`src/rtl/axis_egress_if.sv`:
```
// AXI4-Stream channel bundle used by axis_egress for both its internal (slave)
// and external (master) ports.
interface axis_egress_if #(
    parameter int DATA_WIDTH = 64
) ();
    // valid/ready: a beat transfers on a rising edge where tvalid and tready
    // are both 1; the source holds tdata/tlast stable while tvalid && !tready.
    logic [DATA_WIDTH-1:0] tdata;
    logic                  tvalid;
    logic                  tready;
    logic                  tlast;

    modport master (
        output tdata,
        output tvalid,
        output tlast,
        input  tready
    );

    modport slave (
        input  tdata,
        input  tvalid,
        input  tlast,
        output tready
    );
endinterface

```
`src/rtl/axis_egress.sv`:
```
// Registered AXI4-Stream egress adapter with a two-entry (OUT + SKID) skid buffer.
// Beat/frame statistics are compiled in only when AXIS_EGRESS_STATS_EN is defined.
module axis_egress #(
    parameter int DATA_WIDTH = 64,
    parameter int CNT_WIDTH  = 16
) (
    input  logic                 clk,
    input  logic                 rst_n,
    axis_egress_if.slave         axis,
    axis_egress_if.master        m_axis,
    output logic                 beat_sent,
    output logic                 frame_done,
    output logic [CNT_WIDTH-1:0] frame_len,
    output logic [31:0]          frame_cnt,
    output logic [1:0]           o_dbg_state
);

    localparam logic [1:0] ST_EMPTY = 2'd0;
    localparam logic [1:0] ST_FULL  = 2'd1;
    localparam logic [1:0] ST_SKID  = 2'd2;

    logic [1:0]            r_state;
    logic [1:0]            w_state_nxt;
    logic                  r_in_ready;
    logic                  r_out_valid;
    logic [DATA_WIDTH-1:0] r_out_data;
    logic                  r_out_last;
    logic [DATA_WIDTH-1:0] r_skid_data;
    logic                  r_skid_last;
    logic                  w_in_acc;
    logic                  w_out_acc;

    assign w_in_acc  = axis.tvalid && r_in_ready;
    assign w_out_acc = r_out_valid && m_axis.tready;

    always_comb begin
        w_state_nxt = r_state;
        case (r_state)
            ST_EMPTY: begin
                if (w_in_acc) w_state_nxt = ST_FULL;
            end
            ST_FULL: begin
                if (w_in_acc && !w_out_acc)      w_state_nxt = ST_SKID;
                else if (!w_in_acc && w_out_acc) w_state_nxt = ST_EMPTY;
            end
            ST_SKID: begin
                if (w_out_acc) w_state_nxt = ST_FULL;
            end
            default: w_state_nxt = ST_EMPTY;
        endcase
    end

    // Ready and valid are both derived from the next state so they stay registered.
    always_ff @(posedge clk or negedge rst_n) begin
        if (!rst_n) begin
            r_state     <= ST_EMPTY;
            r_in_ready  <= 1'b0;
            r_out_valid <= 1'b0;
        end else begin
            r_state     <= w_state_nxt;
            r_in_ready  <= (w_state_nxt != ST_SKID);
            r_out_valid <= (w_state_nxt != ST_EMPTY);
        end
    end

    always_ff @(posedge clk or negedge rst_n) begin
        if (!rst_n) begin
            r_out_data  <= '0;
            r_out_last  <= 1'b0;
            r_skid_data <= '0;
            r_skid_last <= 1'b0;
        end else begin
            case (r_state)
                ST_EMPTY: begin
                    if (w_in_acc) begin
                        r_out_data <= axis.tdata;
                        r_out_last <= axis.tlast;
                    end
                end
                ST_FULL: begin
                    if (w_in_acc && w_out_acc) begin
                        r_out_data <= axis.tdata;
                        r_out_last <= axis.tlast;
                    end else if (w_in_acc) begin
                        r_skid_data <= axis.tdata;
                        r_skid_last <= axis.tlast;
                    end
                end
                ST_SKID: begin
                    if (w_out_acc) begin
                        r_out_data <= r_skid_data;
                        r_out_last <= r_skid_last;
                    end
                end
                default: begin
                end
            endcase
        end
    end

    assign axis.tready   = r_in_ready;
    assign m_axis.tvalid = r_out_valid;
    assign m_axis.tdata  = r_out_data;
    assign m_axis.tlast  = r_out_last;
    assign beat_sent     = w_out_acc;
    assign o_dbg_state   = r_state;

`ifdef AXIS_EGRESS_STATS_EN
    localparam logic [CNT_WIDTH-1:0] CNT_MAX = '1;

    logic [CNT_WIDTH-1:0] r_beat_cnt;
    logic [CNT_WIDTH-1:0] r_frame_len;
    logic [31:0]          r_frame_cnt;
    logic                 r_frame_done;

    // beat_cnt counts the non-last beats already sent, so the frame length is +1.
    always_ff @(posedge clk or negedge rst_n) begin
        if (!rst_n) begin
            r_beat_cnt   <= '0;
            r_frame_len  <= '0;
            r_frame_cnt  <= '0;
            r_frame_done <= 1'b0;
        end else begin
            r_frame_done <= 1'b0;
            if (w_out_acc) begin
                if (r_out_last) begin
                    r_frame_len  <= (r_beat_cnt == CNT_MAX) ? CNT_MAX : r_beat_cnt + 1'b1;
                    r_beat_cnt   <= '0;
                    r_frame_cnt  <= r_frame_cnt + 32'd1;
                    r_frame_done <= 1'b1;
                end else if (r_beat_cnt != CNT_MAX) begin
                    r_beat_cnt <= r_beat_cnt + 1'b1;
                end
            end
        end
    end

    assign frame_done = r_frame_done;
    assign frame_len  = r_frame_len;
    assign frame_cnt  = r_frame_cnt;
`else
    assign frame_done = 1'b0;
    assign frame_len  = '0;
    assign frame_cnt  = '0;
`endif

endmodule

```
`src/flat_wrapper.sv`:
```
// flat-port wrapper written by rule: the top's interface ports become plain ports
module axis_egress_flat 
#(
    parameter int DATA_WIDTH = 64,
    parameter int CNT_WIDTH  = 16
)
  (clk, rst_n, beat_sent, frame_done, frame_len, frame_cnt, o_dbg_state, axis_tdata, axis_tvalid, axis_tlast, axis_tready, m_axis_tdata, m_axis_tvalid, m_axis_tlast, m_axis_tready);
  axis_egress_if #(.DATA_WIDTH(DATA_WIDTH)) axis_i ();
  axis_egress_if #(.DATA_WIDTH(DATA_WIDTH)) m_axis_i ();
  input  logic clk;
  input  logic rst_n;
  output logic beat_sent;
  output logic frame_done;
  output logic [CNT_WIDTH-1:0] frame_len;
  output logic [31:0] frame_cnt;
  output logic [1:0] o_dbg_state;
  input wire logic [$bits(axis_i.tdata)-1:0] axis_tdata;
  input wire logic [$bits(axis_i.tvalid)-1:0] axis_tvalid;
  input wire logic [$bits(axis_i.tlast)-1:0] axis_tlast;
  output wire logic [$bits(axis_i.tready)-1:0] axis_tready;
  output wire logic [$bits(m_axis_i.tdata)-1:0] m_axis_tdata;
  output wire logic [$bits(m_axis_i.tvalid)-1:0] m_axis_tvalid;
  output wire logic [$bits(m_axis_i.tlast)-1:0] m_axis_tlast;
  input wire logic [$bits(m_axis_i.tready)-1:0] m_axis_tready;
  assign axis_i.tdata = axis_tdata;
  assign axis_i.tvalid = axis_tvalid;
  assign axis_i.tlast = axis_tlast;
  assign axis_tready = axis_i.tready;
  assign m_axis_tdata = m_axis_i.tdata;
  assign m_axis_tvalid = m_axis_i.tvalid;
  assign m_axis_tlast = m_axis_i.tlast;
  assign m_axis_i.tready = m_axis_tready;
  axis_egress #(.DATA_WIDTH(DATA_WIDTH), .CNT_WIDTH(CNT_WIDTH)) u_core (.clk(clk), .rst_n(rst_n), .axis(axis_i), .m_axis(m_axis_i), .beat_sent(beat_sent), .frame_done(frame_done), .frame_len(frame_len), .frame_cnt(frame_cnt), .o_dbg_state(o_dbg_state));
endmodule
```
`config.mk`:
```
export PLATFORM = sky130hd
export DESIGN_NAME = axis_egress_flat
export DESIGN_NICKNAME = d
export VERILOG_FILES = /design/src/rtl/axis_egress_if.sv /design/src/rtl/axis_egress.sv /design/src/flat_wrapper.sv
export SDC_FILE = /design/constraint.sdc
export NUM_CORES = 1
export LEC_CHECK = 0
export CAP_MARGIN = 5
export CORE_MARGIN = 2
export CORE_UTILIZATION = 43
export DETAILED_ROUTE_END_ITERATION = 12
export GPL_TIMING_DRIVEN = 0
export HOLD_SLACK_MARGIN = 0.12
export PLACE_DENSITY = 0.79
export SETUP_SLACK_MARGIN = 0.15
export SYNTH_ARGS = -nofsm -noshare
export SYNTH_HDL_FRONTEND = slang
export SYNTH_SLANG_ARGS = --single-unit
```
`constraint.sdc`:
```
create_clock -name clk -period 1.5 [get_ports clk]
set_clock_uncertainty 0.1 [all_clocks]
set_input_delay 0.15 -clock clk [delete_from_list [all_inputs] [get_ports clk]]
set_output_delay 0.15 -clock clk [all_outputs]
set_load 0.01 [all_outputs]
```
==> metrics.cfg, run 1 <==
[yosys]
synth_edf_count=0
synthArstFlopShare=1.00
synth_commonest_cells=mux2_2 (155), dfrtp_1 (134), buf_4 (59)
ys_top_cells_by_area=dfrtp_1 (54%), mux2_2 (28%), buf_4 (7.1%)
syn_area_per_cell_sq_um=15.0
yosysSeqAreaShare=0.536
yosysMostFrequentCell=mux2_2
yosysUniqueCellTypes=23
ys_seq_elements=134
yosys_warnings=0
yosys_most_used_dff=dfrtp_1
synth_top_area_cell=dfrtp_1
synthesis.instances=416
syn_area_sq_um=6260
yosysTopAreaCellShare=0.536

[layout]
syn_to_final_growth_pct=57.0
multiInputGateArea_sq_um=3020
final-seq-area_sq_um=3360
drive_gt1_frac=0.504
fin_util=0.684
fillerInstances=977
fin_nets=727
num_antenna_cells=0

[outcome]
status=finished, violations left
violations=setup timing

[sta]
rsz0062_at_grt=yes
setup_viol=132
fmax_mhz=561
timing.slew.headroom=0.555
finalHoldViolCount=0
fin_crit_ns=1.78
whs_ns=0.231
tightest_slew_ns=0.668
setup_ws_ns=-0.282
fin_crit_sh=1.19
maxSlewViolCount=0

[setup_path]
timing.critical_path.from=u_core.o_dbg_state[0]$_DFF_PN0_
crit_end=u_core.m_axis.tdata[33]$_DFFE_PN0P_
cp.arrival_ns=1.97
reg2reg_from=u_core.o_dbg_state[0]$_DFF_PN0_
r2r_slack_ns=-0.28
worst_setup_path_end_kind=flip-flop
critPathBufInv=3
path_delay_family=buffers and inverters
r2r_cells=6
critPathMaxFanout=7
cpPeakStageDelay_ns=0.43
r2r_end=u_core.m_axis.tdata[33]$_DFFE_PN0P_
critPathKind=flip-flop to flip-flop
crit_chain=nand4b_1 > o211ai_1 > buf_6 > buf_12 > clkbuf_16 > mux2_4
startpoint_type=flip-flop
crit_cells=6
required_ns=1.69
slowest_stage=dfrtp_1

[drt]
drc=0
wl_mm=15.1
drt_iter0_drc=115
vias=4069
drtPass1Iterations=3
routedWlPerCell_um=17.6
antenna_left=0
vias_per_cell=4.76

[cts]
clk_latency_ns=0.41
cts_inserted_buffers=17
cts_max_path_buffers=2
cts_tree=yes
cts.sinks=134
root_buffer=clkbuf_16
clkTransAtPathRegs_ns=0.06
htreeDepth=4

[floorplan]
rows=44
ios=188
core_area_sq_um=14400
initial_core_util=0.435
die_height_um=125
die_w_um=125
dieArea_sq_um=15500

[placement]
gp_congestion=0.759
preCtsSetupSlack_ns=-0.593
dp_hpwl_mm=9.11
io_buffers=138

[worst_hold_path]
hp-class=input port to async pin

[job]
cap_violations=0

[power_and_ir_drop]
total_power_mw=21.6
p_per_area_nw_per_um2=2200
max-vdd-ir-drop_v=0.00114
leakage_nw=4.70

[grt]
grt_pass1_vias=4454
antenna_found_initial=0
grt_max_degree=71
globalRouteTotalUtil=0.188
overflow=0
grt_pass1_wl_mm=23.2

-- sequential cells by signal (all words and copies together), names as in the netlist --
signal                cells
u_core.m_axis.tlast       1
u_core.axis.tready        1
u_core.m_axis.tdata      64
u_core.m_axis.tvalid      1
u_core.r_skid_last        1
u_core.o_dbg_state        2
u_core.r_skid_data       64
-- power breakdown --
group	switching (mW)	internal (mW)	total, mW	leakage [nW]
registers	1.10	5.53	6.63	1.58
logic	3.62	7.08	10.7	2.83
clock network	1.48	2.78	4.26	0.299
-- per-stage QoR --
stage / TNS [ns] / cell area [sq um] / instances
6_report: -32.74 / 9820 / 854
5_1_grt: -43.21 / 9820 / 854
4_1_cts: -31.18 / 9400 / 842
3_5_place_dp: -68.63 / 8170 / 787
3_3_place_gp: -728.66 / 8140 / 786
2_1_floorplan: -16.39 / 6530 / 464
-- placed cells by master, fill, tap and decap left out, types with 2 or more instances in the layout --
| cell | instances |
|---|---|
| buf_16 | 2 |
| buf_12 | 16 |
| clkbuf_1 | 2 |
| buf_6 | 17 |
| buf_8 | 4 |
| conb_1 | 49 |
| dfrtp_2 | 2 |
| mux2_4 | 141 |
| buf_2 | 3 |
| clkdlybuf4s50_1 | 67 |
| clkbuf_8 | 4 |
| dfrtp_1 | 132 |
| clkinv_2 | 3 |
| clkbuf_16 | 22 |
| clkdlybuf4s15_1 | 60 |
| buf_4 | 63 |
| nand4b_1 | 2 |
| mux2_2 | 50 |
| mux2_1 | 4 |
| bufinv_16 | 3 |
| dlygate4sd2_1 | 4 |
| o21ai_0 | 2 |
-- area by class of cell --
class	instances	area share
Sequential cell	134	0.342
Multi-Input combinational cell	259	0.308
Buffer	70	0.0732
Inverter	1	0.000382
Tap cell	184	0.0234
Clock buffer	23	0.0497
Timing Repair Buffer	175	0.192
Clock inverter	8	0.0124
-- worst min-delay path by stage --
stage | end | slack, ns | cells past startpoint
global route | u_core.m_axis.tdata[25]$_DFFE_PN0P_ | 0.27 | 2
finish | u_core.m_axis.tdata[25]$_DFFE_PN0P_ | 0.23 | 2
global placement | u_core.m_axis.tdata[34]$_DFFE_PN0P_ | 0.37 | 1
floorplan | u_core.axis.tready$_DFF_PN0_ | -0.25 | 0
detailed placement | u_core.r_skid_data[24]$_DFFE_PN0P_ | 0.11 | 1
CTS | u_core.r_skid_data[24]$_DFFE_PN0P_ | 0.23 | 2
-- cells by family (layout without fill, tap and decap cells) --
kind of cell	count (synthesis)	after routing	share of synthesized area
AOI/OAI and AO/OA	6	6	0.00600
xor gates and xnor gates	1	1	0.00140
buffers and inverters	71	277	0.0840
DFF	134	134	0.536
muxes	195	195	0.363
other	1	49	0.000599
and+or+nand+nor	8	8	0.00920
-- repair_timing --
item	in CTS	in global routing
endpoints found under the hold margin	69	0
buffers inserted	20	7
pin swaps	1	4
gates cloned	3	5
hold buffers	1	0
endpoints found under the setup margin	201	183
resized for setup	218	98
-- layer usage --
layer / track usage / up-vias / wire length (um)
li1: - / 1859 / -
met3: 0.0494 / 32 / 757
met4: 0.0727 / 0 / 287
met1: 0.235 / 2058 / 6530
met2: 0.314 / 120 / 7480
met5: 0 / - / 0
(Power assumes the default switching activity.)
==> run 2: changes to the inputs <==
--- a/config.mk
+++ b/config.mk
@@ -13,6 +13,7 @@
 export HOLD_SLACK_MARGIN = 0.12
 export PLACE_DENSITY = 0.79
 export SETUP_SLACK_MARGIN = 0.15
+export SLEW_MARGIN = 40
 export SYNTH_ARGS = -nofsm -noshare
 export SYNTH_HDL_FRONTEND = slang
 export SYNTH_SLANG_ARGS = --single-unit
==> constraint.sdc (replaced) <==
create_clock -name clk -period 1.6 [get_ports clk]
set_clock_uncertainty 0.1 [all_clocks]
set_input_delay 0.16 -clock clk [delete_from_list [all_inputs] [get_ports clk]]
set_output_delay 0.16 -clock clk [all_outputs]
set_load 0.01 [all_outputs]
==> run 2 against run 1 <==
The run still ends with setup timing left. Die area did not move. Total power fell by 11%. Via count fell by 1.9%. Setup slack improved by 0.058 ns. Critical path type unchanged.
==> metrics.cfg, run 2 (synthesis results as in run 1) <==
[outcome]
status=finished, violations left  ; unchanged
violations=setup timing  ; unchanged

[placement]
post_dp_cell_area_sq_um=8180  ; was 8170 sq um
dp_hpwl_mm=9.03  ; was 9.11 mm
gp_congestion=0.759  ; unchanged
io_buffers=138  ; unchanged
preCtsSetupSlack_ns=-0.481  ; was -0.593 ns
placed_cells=787  ; unchanged

[setup_path]
cp_common_cell=buf_12
path_delay_family=buffers and inverters  ; unchanged
cp.arrival_ns=2.01  ; was 1.97 ns
r2r_slack_ns=-0.22  ; was -0.28 ns
crit_chain=nand4_1 > o211ai_1 > buf_4 > buf_12 > buf_12 > mux2_2  ; was nand4b_1 > o211ai_1 > buf_6 > buf_12 > clkbuf_16 > mux2_4
slowest_stage=dfrtp_1  ; unchanged
critPathMaxFanout=10  ; was 7
reg2reg_from=u_core.m_axis.tvalid$_DFF_PN0_  ; was u_core.o_dbg_state[0]$_DFF_PN0_
critPathBufInv=3  ; unchanged
timing.critical_path.from=u_core.m_axis.tvalid$_DFF_PN0_  ; was u_core.o_dbg_state[0]$_DFF_PN0_
worst_setup_path_end_kind=flip-flop  ; unchanged
r2r_end=u_core.m_axis.tdata[22]$_DFFE_PN0P_  ; was u_core.m_axis.tdata[33]$_DFFE_PN0P_
r2r_cells=6  ; unchanged
required_ns=1.79  ; was 1.69 ns
critPathKind=flip-flop to flip-flop  ; unchanged
cpPeakStageDelay_ns=0.45  ; was 0.43 ns
startpoint_type=flip-flop  ; unchanged

[sta]
setup_ws_ns=-0.223  ; was -0.282 ns
finalHoldViolCount=0  ; unchanged
setup_viol=130  ; was 132
fin_crit_ns=1.82  ; was 1.78 ns
rsz0062_at_grt=yes  ; unchanged
maxSlewViolCount=0  ; unchanged
fin_crit_sh=1.14  ; was 1.19
tightest_slew_ns=0.541  ; was 0.668 ns
fmax_mhz=548  ; was 561 MHz
timing.slew.headroom=0.639  ; was 0.555

[grt]
overflow=0  ; unchanged
globalRouteTotalUtil=0.182  ; was 0.188
grt_max_degree=71  ; unchanged
grt_pass1_vias=4433  ; was 4454
antenna_found_initial=0  ; unchanged
grt_pass1_wl_mm=22.5  ; was 23.2 mm

[layout]
multiInputGateArea_sq_um=3020  ; about the same
layout_common_cells=mux2_4 (138), dfrtp_1 (133), clkdlybuf4s50_1 (67)  ; was mux2_4 (141), dfrtp_1 (132), clkdlybuf4s50_1 (67)
design_area_sq_um=9570  ; was 9820 sq um
fin_util=0.666  ; was 0.684
syn_to_final_growth_pct=53.0  ; was 57.0%
fillerInstances=1029  ; was 977
final-seq-area_sq_um=3350  ; was 3360 sq um
fin_nets=718  ; was 727
drive_gt1_frac=0.489  ; was 0.504
num_antenna_cells=0  ; unchanged
final_common_cell=mux2_4  ; unchanged
fin_cells=845  ; was 854

[floorplan]
initial_core_util=0.435  ; unchanged
dieArea_sq_um=15500  ; unchanged
rows=44  ; unchanged
die_height_um=125  ; unchanged
core_area_sq_um=14400  ; unchanged
die_w_um=125  ; unchanged
ios=188  ; unchanged

[cts]
htreeDepth=4  ; unchanged
cts.sinks=134  ; unchanged
cts_max_path_buffers=2  ; unchanged
root_buffer=clkbuf_16  ; unchanged
clkTransAtPathRegs_ns=0.06  ; about the same
cts_tree=yes  ; unchanged
clk_latency_ns=0.41  ; about the same
cts_inserted_buffers=17  ; unchanged

[drt]
drtPass1Iterations=4  ; was 3
wl_mm=14.6  ; was 15.1 mm
vias=3991  ; was 4069
drt_iter0_drc=155  ; was 115
drc=0  ; unchanged
antenna_left=0  ; unchanged
routedWlPerCell_um=17.3  ; was 17.6 um
vias_per_cell=4.72  ; was 4.76

[power_and_ir_drop]
max-vdd-ir-drop_v=0.00114  ; about the same
p_per_area_nw_per_um2=2010  ; was 2200 nW/um^2
leakage_nw=4.64  ; was 4.70 nW

[job]
cap_violations=0  ; unchanged

[worst_hold_path]
hp-class=input port to async pin  ; unchanged

==> run 2: cell count changes in the layout (fill, tap and decap cells not counted), sizes merged <==
cell / previous run / this run
clkdlybuf4s15: 60 / 0
buf: 105 / 99
bufbuf: 1 / 0
clkbuf: 30 / 27
dlygate4sd2: 4 / 65
==> run 2: area by class of cell <==
type | instances | share of cell area
clock buffer | 23 | 0.0510
sequential | 134 | 0.350
clock inverter | 8 | 0.0127
multi-input combinational | 259 | 0.315
buffer | 70 | 0.0756
tap | 184 | 0.0241
timing repair buffer | 166 | 0.171
inverter | 1 | 0.000392
==> run 2: per-layer routing <==
metal / global-route usage / share of wire / up-vias
met2: 0.308 / 0.49 / 127
met3: 0.0464 / 0.051 / 27
met4: 0.0780 / 0.023 / 0
met1: 0.219 / 0.43 / 2001
met5: 0 / 0 / -
li1: - / - / 1836
==> run 2: how the worst max path moves through the flow <==
| stage | end | slack [ns] | depth (start not counted) |
|---|---|---|---|
| after global placement | u_core.o_dbg_state[1]$_DFF_PN0_ | -5.36 | 1 |
| after detailed placement | u_core.m_axis.tdata[35]$_DFFE_PN0P_ | -0.48 | 6 |
| final | u_core.m_axis.tdata[22]$_DFFE_PN0P_ | -0.22 | 6 |
| after global routing | u_core.m_axis.tdata[21]$_DFFE_PN0P_ | -0.30 | 6 |
| after CTS | u_core.r_skid_data[5]$_DFFE_PN0P_ | -0.19 | 5 |
| after floorplan | u_core.r_skid_data[0]$_DFFE_PN0P_ | -0.05 | 5 |
==> run 2: repair_timing <==
| item | in CTS | in global routing |
|---|---|---|
| hold buffers | 1 | 0 |
| endpoints found under the hold margin | 134 | 0 |
| buffers inserted | 13 | 8 |
| endpoints found under the setup margin | 200 | 132 |
| cloned | 2 | 3 |
| pin swaps | 1 | 3 |
| gates resized for setup | 132 | 115 |
==> run 2: through the flow <==
step	hold slack, ns	total power [mW]	setup TNS [ns]
finish	0.230	19.3	-22.47
CTS	0.212	17.6	-20.15
global placement	0.369	13.2	-704.82
floorplan	-0.236	10.5	-4.89
detailed placement	0.0562	13.6	-55.17
global route	0.257	20.3	-31.12
==> run 2: where the power goes <==
part	internal [mW]	total, mW	switching, mW
Combinational	5.90	9.09	3.19
Sequential	5.18	6.17	0.989
Clock	2.60	4.00	1.40
Total	13.7	19.3	5.58
==> run 3: changes to the inputs <==
--- a/config.mk
+++ b/config.mk
@@ -13,6 +13,7 @@
 export HOLD_SLACK_MARGIN = 0.12
 export PLACE_DENSITY = 0.79
 export SETUP_SLACK_MARGIN = 0.15
+export SKIP_CTS_REPAIR_TIMING = 1
 export SLEW_MARGIN = 40
 export SYNTH_ARGS = -nofsm -noshare
 export SYNTH_HDL_FRONTEND = slang
==> run 3 against run 2 <==
The flow still finishes with violations (setup timing). Sequential power about the same. First-iteration DRC count down 5.8%. Global-route usage down 0.89 points. Sequential share of layout area up 0.79 points. Die area unchanged. Sequential cell count unchanged. Core utilization down 1.4 points. Count of clock-buffer cells in the layout unchanged. Register-to-register slack about the same. Setup slack worse by 0.0019 ns. Wire length down 5.0%. Worst hold slack better by 0.0032 ns.
==> metrics.cfg, run 3 (synthesis results as in run 1) <==
[floorplan]
core_area_sq_um=14400  ; unchanged
ios=188  ; unchanged
die_w_um=125  ; unchanged
initial_core_util=0.435  ; unchanged
dieArea_sq_um=15500  ; unchanged
die_height_um=125  ; unchanged
rows=44  ; unchanged

[drt]
drt_iter0_drc=146  ; was 155
vias_per_cell=4.71  ; was 4.72
antenna_left=0  ; unchanged
drtPass1Iterations=4  ; unchanged
drc=0  ; unchanged
vias=3905  ; was 3991
routedWlPerCell_um=16.7  ; was 17.3 um
wl_mm=13.9  ; was 14.6 mm

[placement]
placed_cells=787  ; unchanged
gp_congestion=0.759  ; unchanged
dp_hpwl_mm=9.03  ; unchanged
io_buffers=138  ; unchanged

[layout]
fillerInstances=1022  ; was 1029
fin_cells=829  ; was 845
syn_to_final_growth_pct=49.8  ; was 53.0%
drive_gt1_frac=0.459  ; was 0.489
fin_nets=702  ; was 718
num_antenna_cells=0  ; unchanged
final_common_cell=dfrtp_1  ; was mux2_4
layout_common_cells=dfrtp_1 (130), mux2_2 (92), mux2_4 (85)  ; was mux2_4 (138), dfrtp_1 (133), clkdlybuf4s50_1 (67)

[job]
cap_violations=0  ; unchanged

[cts]
htreeDepth=4  ; unchanged
cts_max_path_buffers=2  ; unchanged
clkTransAtPathRegs_ns=0.06  ; about the same
cts_tree=yes  ; unchanged
root_buffer=clkbuf_16  ; unchanged
clk_latency_ns=0.41  ; about the same
cts.sinks=134  ; unchanged
cts_inserted_buffers=17  ; unchanged

[power_and_ir_drop]
total_power_mw=18.2  ; was 19.3 mW
pwr-share-seq=0.338  ; was 0.320
leakage_nw=4.87  ; was 4.64 nW
clkPwrFrac=0.219  ; was 0.208
comb_power_share=0.443  ; was 0.472
p_int_mw=13.0  ; was 13.7 mW
power.switching_mw=5.22  ; was 5.58 mW
max-vdd-ir-drop_v=0.00113  ; was 0.00114 V
sw_frac_of_total=0.287  ; was 0.289
p_per_area_nw_per_um2=1940  ; was 2010 nW/um^2

[sta]
fmax_mhz=548  ; about the same
tightest_slew_ns=0.545  ; was 0.541 ns
finalHoldViolCount=0  ; unchanged
fin_crit_ns=1.83  ; was 1.82 ns
timing.slew.headroom=0.637  ; was 0.639
setup_ws_ns=-0.225  ; was -0.223 ns
rsz0062_at_grt=yes  ; unchanged
maxSlewViolCount=0  ; unchanged
setup_viol=130  ; unchanged
setup-tns-final_ns=-23.45  ; was -22.47 ns
fin_crit_sh=1.14  ; about the same

[setup_path]
r2r_slack_ns=-0.23  ; was -0.22 ns
crit_chain=nand4b_1 > nor2_4 > buf_12 > buf_12 > mux2_4  ; was nand4_1 > o211ai_1 > buf_4 > buf_12 > buf_12 > mux2_2
startpoint_type=flip-flop  ; unchanged
r2r_end=u_core.r_skid_data[5]$_DFFE_PN0P_  ; was u_core.m_axis.tdata[22]$_DFFE_PN0P_
critPathMaxFanout=10  ; unchanged
cp_common_cell=buf_12  ; unchanged
cp.arrival_ns=2.01  ; about the same
worst_setup_path_end_kind=flip-flop  ; unchanged
slowest_stage=dfrtp_2  ; was dfrtp_1
cpPeakStageDelay_ns=0.46  ; was 0.45 ns
reg2reg_from=u_core.o_dbg_state[1]$_DFF_PN0_  ; was u_core.m_axis.tvalid$_DFF_PN0_
required_ns=1.79  ; about the same
r2r_cells=5  ; was 6
critPathKind=flip-flop to flip-flop  ; unchanged

[grt]
antenna_found_initial=0  ; unchanged
grt_pass1_vias=4276  ; was 4433
grt_max_degree=71  ; unchanged
overflow=0  ; unchanged
grt_pass1_wl_mm=21.4  ; was 22.5 mm
globalRouteTotalUtil=0.173  ; was 0.182

[outcome]
status=finished, violations left  ; unchanged
violations=setup timing  ; unchanged

[worst_hold_path]
hp-class=input port to async pin  ; unchanged

-- run 3: through the flow --
stage | hold slack, ns | instance area, sq um | util | setup WS (ns)
floorplan | -0.236 | 6530 | - | -0.0537
global placement | 0.369 | 8140 | 0.567 | -5.36
detailed placement | 0.0562 | 8180 | 0.569 | -0.481
CTS | -0.380 | 8780 | 0.611 | -0.308
global route | 0.254 | 9370 | 0.652 | -0.305
finish | 0.233 | 9370 | 0.652 | -0.225
-- run 3: critical path: cells and delay by family (launching register included) --
family                 cells  cell delay, ns
buffers and inverters      2            0.34
AND/OR/NAND/NOR            2            0.49
multiplexers               1            0.31
flip-flops                 1            0.46
-- run 3: power by group through the flow --
stage	Combinational (mW)	Clock (mW)	Sequential, mW
2_1_floorplan	4.16	0	6.38
5_1_grt	8.62	4.23	6.37
3_3_place_gp	7.19	0	6.05
6_report	8.07	3.99	6.15
3_5_place_dp	7.40	0	6.17
4_1_cts	7.45	4.06	6.14
-- run 3: layer usage --
layer	GRT usage	wire, um	part of all wire	vias to the layer above
met4	0.0787	271	0.020	0
met3	0.0455	725	0.052	22
met1	0.209	5890	0.43	1958
met5	0	0	0	-
li1	-	-	-	1805
met2	0.289	6970	0.50	120
-- run 3: worst max-delay path by stage --
stage | start | end | slack [ns] | cells past startpoint
after floorplan | u_core.o_dbg_state[1]$_DFF_PN0_ | u_core.r_skid_data[0]$_DFFE_PN0P_ | -0.05 | 5
after global placement | rst_n | u_core.o_dbg_state[1]$_DFF_PN0_ | -5.36 | 1
after detailed placement | axis_tvalid | u_core.m_axis.tdata[35]$_DFFE_PN0P_ | -0.48 | 6
after CTS | u_core.o_dbg_state[1]$_DFF_PN0_ | u_core.r_skid_data[5]$_DFFE_PN0P_ | -0.31 | 5
after global routing | u_core.o_dbg_state[1]$_DFF_PN0_ | u_core.m_axis.tdata[29]$_DFFE_PN0P_ | -0.31 | 5
final | u_core.o_dbg_state[1]$_DFF_PN0_ | u_core.r_skid_data[5]$_DFFE_PN0P_ | -0.23 | 5
-- run 3: layout make-up --
type	instances	area (sq um)	area share
multi-input cells	259	2820	0.301
plain buffers	70	639	0.0682
flip-flops and latches	134	3360	0.358
clock inverters	8	121	0.0130
clock buffers	23	488	0.0521
repair buffers	150	1710	0.183
well taps	184	230	0.0246
inverters	1	3.75	0.000401
==> patch 1 (config.mk and constraints of run 1) <==
Build with the macro `AXIS_EGRESS_STATS_EN` defined.
--- a/src/rtl/axis_egress.sv
+++ b/src/rtl/axis_egress.sv
@@ -1,5 +1,7 @@
 // Registered AXI4-Stream egress adapter with a two-entry (OUT + SKID) skid buffer.
 // Beat/frame statistics are compiled in only when AXIS_EGRESS_STATS_EN is defined.
+`define AXIS_EGRESS_STATS_EN
+
 module axis_egress #(
     parameter int DATA_WIDTH = 64,
     parameter int CNT_WIDTH  = 16
Check against the original RTL: not equivalent (Yosys sat finds a counterexample within 4 cycles, from zero or initial values and one cycle with rst_n low).
==> patch 1 against run 1 <==
The run ends with negative hold slack, negative setup slack left; die area is 42% higher; total power increased by 16%; sequential cell count grew 65; final area increased by 44%; synthesized area rose by 43%; via count up 70%; worst setup slack got worse by 0.13 ns; first-iteration DRC count up 140%; clock power up 5.4%; routed wire length is 70% higher; largest cell class unchanged.
==> patch 1: results (changes against run 1) <==
run_status:
  status: "finished with violations"
  violations: "negative hold slack, negative setup slack"
cts:
  h-tree-depth: 4  # unchanged
  clkSinkCount: 199  # +49%
  clock_latency_ns: 0.44  # +0.03 ns
  path_clk_slew_ns: 0.09  # +0.03 ns
worst_setup_path:
  r2r_end: "u_core.frame_cnt[23]"
  cp_max_fo: 9  # +2
  reg2reg_depth: 5  # -1
  crit_arrival_ns: 2.18  # +0.21 ns
  r2r_start: "u_core.frame_cnt[7]"
route:
  wl_met1_mm: 10.39  # +59%
  vias: 6919  # +70%
  top_layer: "met4"
  drtIter0Drc: 271  # +140%
  dr.pass1.iters: 4  # +1
  totalWireLength_mm: 25.66  # +70%
  wl_met3_mm: 1.751  # +130%
  wl_per_cell_um: 19.77  # +12%
  wl_met2_mm: 12.95  # +73%
power:
  peakVddDrop_uv: 1008  # -11%
  switchingPower_w: 0.008198  # +32%
  power.leakage_nw: 6.621  # +41%
final_layout:
  fin_util_pct: 69.27  # +0.90 points
  fillers: 1336  # +37%
  nNetsFinal: 1086  # +49%
  drive_gt1_share_pct: 56.52  # +6.1 points
placed_design:
  port_buffers: 187  # +36%
  gp_congestion: 0.7825  # +3.1%
  pre_cts_slack_ns: -0.7775  # -0.1846 ns
  dp_hpwl_mm: 14.16  # +55%
  dpl_cell_area_um2: 11940  # +46%
min_path:
  hold_class: "primary input to asynchronous set/reset pin"
synthesis:
  syn_avg_cell_area_um2: 13.41  # -11%
  synth-seq-area-share_pct: 55.59  # +2.0 points
  synth_common_cells: "199 x dfrtp_1, 185 x mux2_2, 25 x nor2_1, 25 x xnor2_1"
  ys_types: 52  # +130%
  synthTopCellsByArea: "dfrtp_1 56%, mux2_2 23%, xnor2_1 2.4%, xor2_1 1.8%, a31oi_1 1.1%"
global_route:
  grt_pass1_vias: 7091  # +59%
  use_met2_pct: 36.11  # +4.7 points
  grt_max_degree: 112  # +58%
  grt_util_met3_pct: 6.166  # +1.2 points
  antenna_found_initial: 0  # unchanged
  met1_usage_pct: 27.95  # +4.5 points
  grtUsageTotal_pct: 21.71  # +2.9 points
  grt_pass1_wl_mm: 37.95  # +63%
sta:
  setup_viol: 194  # +47%
  setup-tns-final_ns: -54.12  # -21.39 ns
  tightest_slew_ns: 0.8486  # +0.1811 ns
  setup_ws_ns: -0.4110  # -0.1291 ns
  hold_violations: 110  # +110
  fin_hold_ws_ns: -0.3017  # -0.5325 ns
[patch 1: timing repair]
action | 4_1_cts | 5_1_grt
endpoints found under the setup margin | 317 | 271
cloned | 6 | 0
gates resized for setup | 409 | 111
setup buffers | 98 | 36
endpoints found under the hold margin | 110 | 110
pin swaps | 39 | 29
[patch 1: kinds of logic after synthesis]
family / share of synthesized area (%)
DFF: 55.59
adders and majority gates: 0.2793
buffers and inverters: 2.472
and+or+nand+nor: 8.172
AOI/OAI and AO/OA: 4.791
xor gates and xnor gates: 4.204
muxes: 24.49
[patch 1: power by group through the flow]
stage	registers, W	logic [W]	clock network (W)
after floorplan	0.00929	0.00636	0
after global placement	0.00890	0.0106	0
after detailed placement	0.00895	0.0109	0
after CTS	0.00881	0.0118	0.00455
after global routing	0.00911	0.0126	0.00479
final	0.00885	0.0118	0.00449
[patch 1: how the worst max path moves through the flow]
stage	start	end	cells past startpoint
after detailed placement	m_axis_tready	u_core.m_axis.tdata[57]	8
after floorplan	u_core.r_beat_cnt[1]	u_core.r_beat_cnt[4]	6
final	u_core.frame_cnt[7]	u_core.frame_cnt[23]	5
after CTS	u_core.o_dbg_state[1]	u_core.m_axis.tdata[29]	6
after global placement	rst_n	u_core.r_beat_cnt[0]	1
after global routing	u_core.frame_cnt[7]	u_core.frame_cnt[26]	5
[patch 1: worst max-delay path, stage by stage (launching register included)]
cell     delay, ns
dfrtp_1       0.42
nand3_2       0.19
or4_4         0.59
buf_12        0.17
nor3_2        0.22
xor2_1        0.16
[patch 1: final cells by class]
class,instances,share of cell area [%]
plain buffers,36,3.752
clock buffers,17,3.016
clock inverters,15,1.002
inverters,11,0.3814
multi-input cells,423,33.01
flip-flops and latches,199,35.47
well taps,270,2.395
repair buffers,327,20.98
==> patch 2 (config.mk and constraints of run 1) <==
Made on the original files. Put one more register stage on the output `o_dbg_state`. The value now appears one clock later. The other outputs are not delayed to match.
--- a/src/rtl/axis_egress.sv
+++ b/src/rtl/axis_egress.sv
@@ -103,7 +103,9 @@
     assign m_axis.tdata  = r_out_data;
     assign m_axis.tlast  = r_out_last;
     assign beat_sent     = w_out_acc;
-    assign o_dbg_state   = r_state;
+    always_ff @(posedge clk) begin
+        o_dbg_state <= r_state;
+    end
 
 `ifdef AXIS_EGRESS_STATS_EN
     localparam logic [CNT_WIDTH-1:0] CNT_MAX = '1;
Formal check against the unedited RTL: not equivalent (a bounded check fails within 4 cycles, from zero or initial values and one cycle with rst_n low).
==> patch 2 against run 1 <==
Critical path depth unchanged; sequential share of layout area decreased by 1.3 points; worst setup slack got worse by 0.19 ns; final area increased by 5.4%; routed wire length increased by 6.0%; clock power increased by 4.9%; the run still ends with negative setup slack left; via count increased by 2.1%; sequential cell count increased by 2; die area increased by 0.99%; largest power group unchanged; total power increased by 7.1%; synthesized area increased by 1.0%.
==> patch 2: results (changes against run 1) <==
route:
  wl_met2_mm: 7.947  # +6.3%
  wl_met1_mm: 6.768  # +3.6%
  dr.pass1.iters: 4  # +1
  vias_per_cell: 4.728  # -0.77%
  vias: 4156  # +2.1%
  wl_met3_mm: 1.040  # +37%
  wl_per_cell_um: 18.15  # +3.0%
  drtIter0Drc: 191  # +66%
synthesis:
  ys_types: 24  # +4.3%
  synth-compound-area-share_pct: 0.5344  # -0.065 points
  async_flop_share_pct: 98.53  # -1.5 points
  synthTopCellsByArea: "dfrtp_1 53%, mux2_2 30%, mux2_4 6.7%, buf_4 5.8%, buf_2 1.2%"
  syn_inst: 420  # +0.96%
  synth_mux_area_share_pct: 36.40  # +0.11 points
  yosys.area_share.adder_pct: 0  # unchanged
  synthXorXnorAreaFrac_pct: 0.1386  # -0.0014 points
run_status:
  status: "finished with violations"
  violations: "negative setup slack"
global_route:
  grt_pass1_wl_mm: 25.19  # +8.4%
  grt_pass1_vias: 4645  # +4.3%
  grt_max_degree: 87  # +23%
  grtUsageTotal_pct: 20.47  # +1.6 points
worst_setup_path:
  crit_arrival_ns: 2.18  # +0.21 ns
  cp_max_fo: 6  # -1
placed_design:
  gp_congestion: 0.7385  # -2.7%
  dp_hpwl_mm: 9.173  # +0.66%
  dp.cells: 791  # +0.51%
final_layout:
  drive_gt1_share_pct: 53.38  # +2.9 points
power:
  p_int_w: 0.01651  # +7.3%
  peakVddDrop_uv: 1369  # +20%
  power.leakage_nw: 4.919  # +4.6%
sta:
  setup_ws_ns: -0.4765  # -0.1946 ns
  setup_viol: 132  # unchanged
  setup-tns-final_ns: -53.27  # -20.53 ns
cts:
  cts.path.max_buffers: 2  # unchanged
patch 2: cell count changes after synthesis, moves of 8 or more:
cell,before,now
mux2_4,20,28
buf_4,59,49
buf_2,6,15
mux2_1,20,0
mux2_2,155,167
patch 2: final timing paths:
| check | from | endpoint | cells past startpoint |
|---|---|---|---|
| min in group clk | axis_tdata[47] | u_core.r_skid_data[47] | 2 |
| max | u_core.r_state[0] | u_core.r_skid_data[18] | 6 |
| min | rst_n | u_core.r_skid_data[35] | 2 |
| max in group asynchronous | rst_n | u_core.r_state[0] | 3 |
| min reg2reg | u_core.r_state[1] | u_core.o_dbg_state[1] | 0 |
| max reg2reg | u_core.r_state[0] | u_core.r_skid_data[18] | 6 |
patch 2: per-stage QoR:
stage | hold WS, ns | instance area, µm² | worst slack (ns)
floorplan | -0.2456 | 6554 | -0.3721
global placement | 0.3514 | 8165 | -5.036
detailed placement | 0.01999 | 8194 | -0.7264
CTS | 0.1372 | 10110 | -0.4440
global route | 0.1649 | 10350 | -0.5107
finish | 0.1310 | 10350 | -0.4765
patch 2: power groups by stage:
stage          combinational (W)  sequential (W)  clock [W]
5_1_grt                   0.0125         0.00695    0.00473
3_3_place_gp             0.00775         0.00654          0
2_1_floorplan            0.00453         0.00686          0
3_5_place_dp             0.00798         0.00664          0
6_report                  0.0119         0.00674    0.00447
4_1_cts                   0.0113         0.00666    0.00454
patch 2: worst max-delay path, stage by stage, from the launching register on:
cell       delay (ns)
dfrtp_2          0.43
a21boi_4         0.20
or3b_4           0.40
buf_8            0.13
buf_12           0.14
clkbuf_16        0.16
mux2_4           0.30
patch 2: per-layer routing:
| layer | vias to the layer above | track usage, % |
|---|---|---|
| li1 | 1906 | - |
| met1 | 2107 | 25.35 |
| met2 | 126 | 34.02 |
| met3 | 17 | 6.975 |
| met4 | 0 | 6.275 |
| met5 | - | 0 |
patch 2: cell type report:
cell class / instances / area, µm²
plain buffers: 71 / 748.2
clock buffers: 17 / 425.4
clock inverters: 14 / 206.4
fillers: 940 / 4073
multi-input cells: 261 / 3014
flip-flops and latches: 136 / 3398
well taps: 184 / 230.2
repair buffers: 196 / 2328
patch 2: what timing repair did:
action,CTS,global route
gates cloned,17,2
endpoints found under the setup margin,202,173
gates resized for setup,282,67
endpoints found under the hold margin,134,0
hold buffers,1,0
buffers inserted,30,7
pin swaps,1,1
patch 2: kinds of logic (layout without fill, tap and decap cells):
group	count (synthesis)	count (layout)
other	1	49
multiplexers	195	195
XOR/XNOR	1	1
buffers and inverters	71	298
AO/OA/AOI/OAI	5	5
flip-flops	136	136
AND/OR/NAND/NOR	11	11
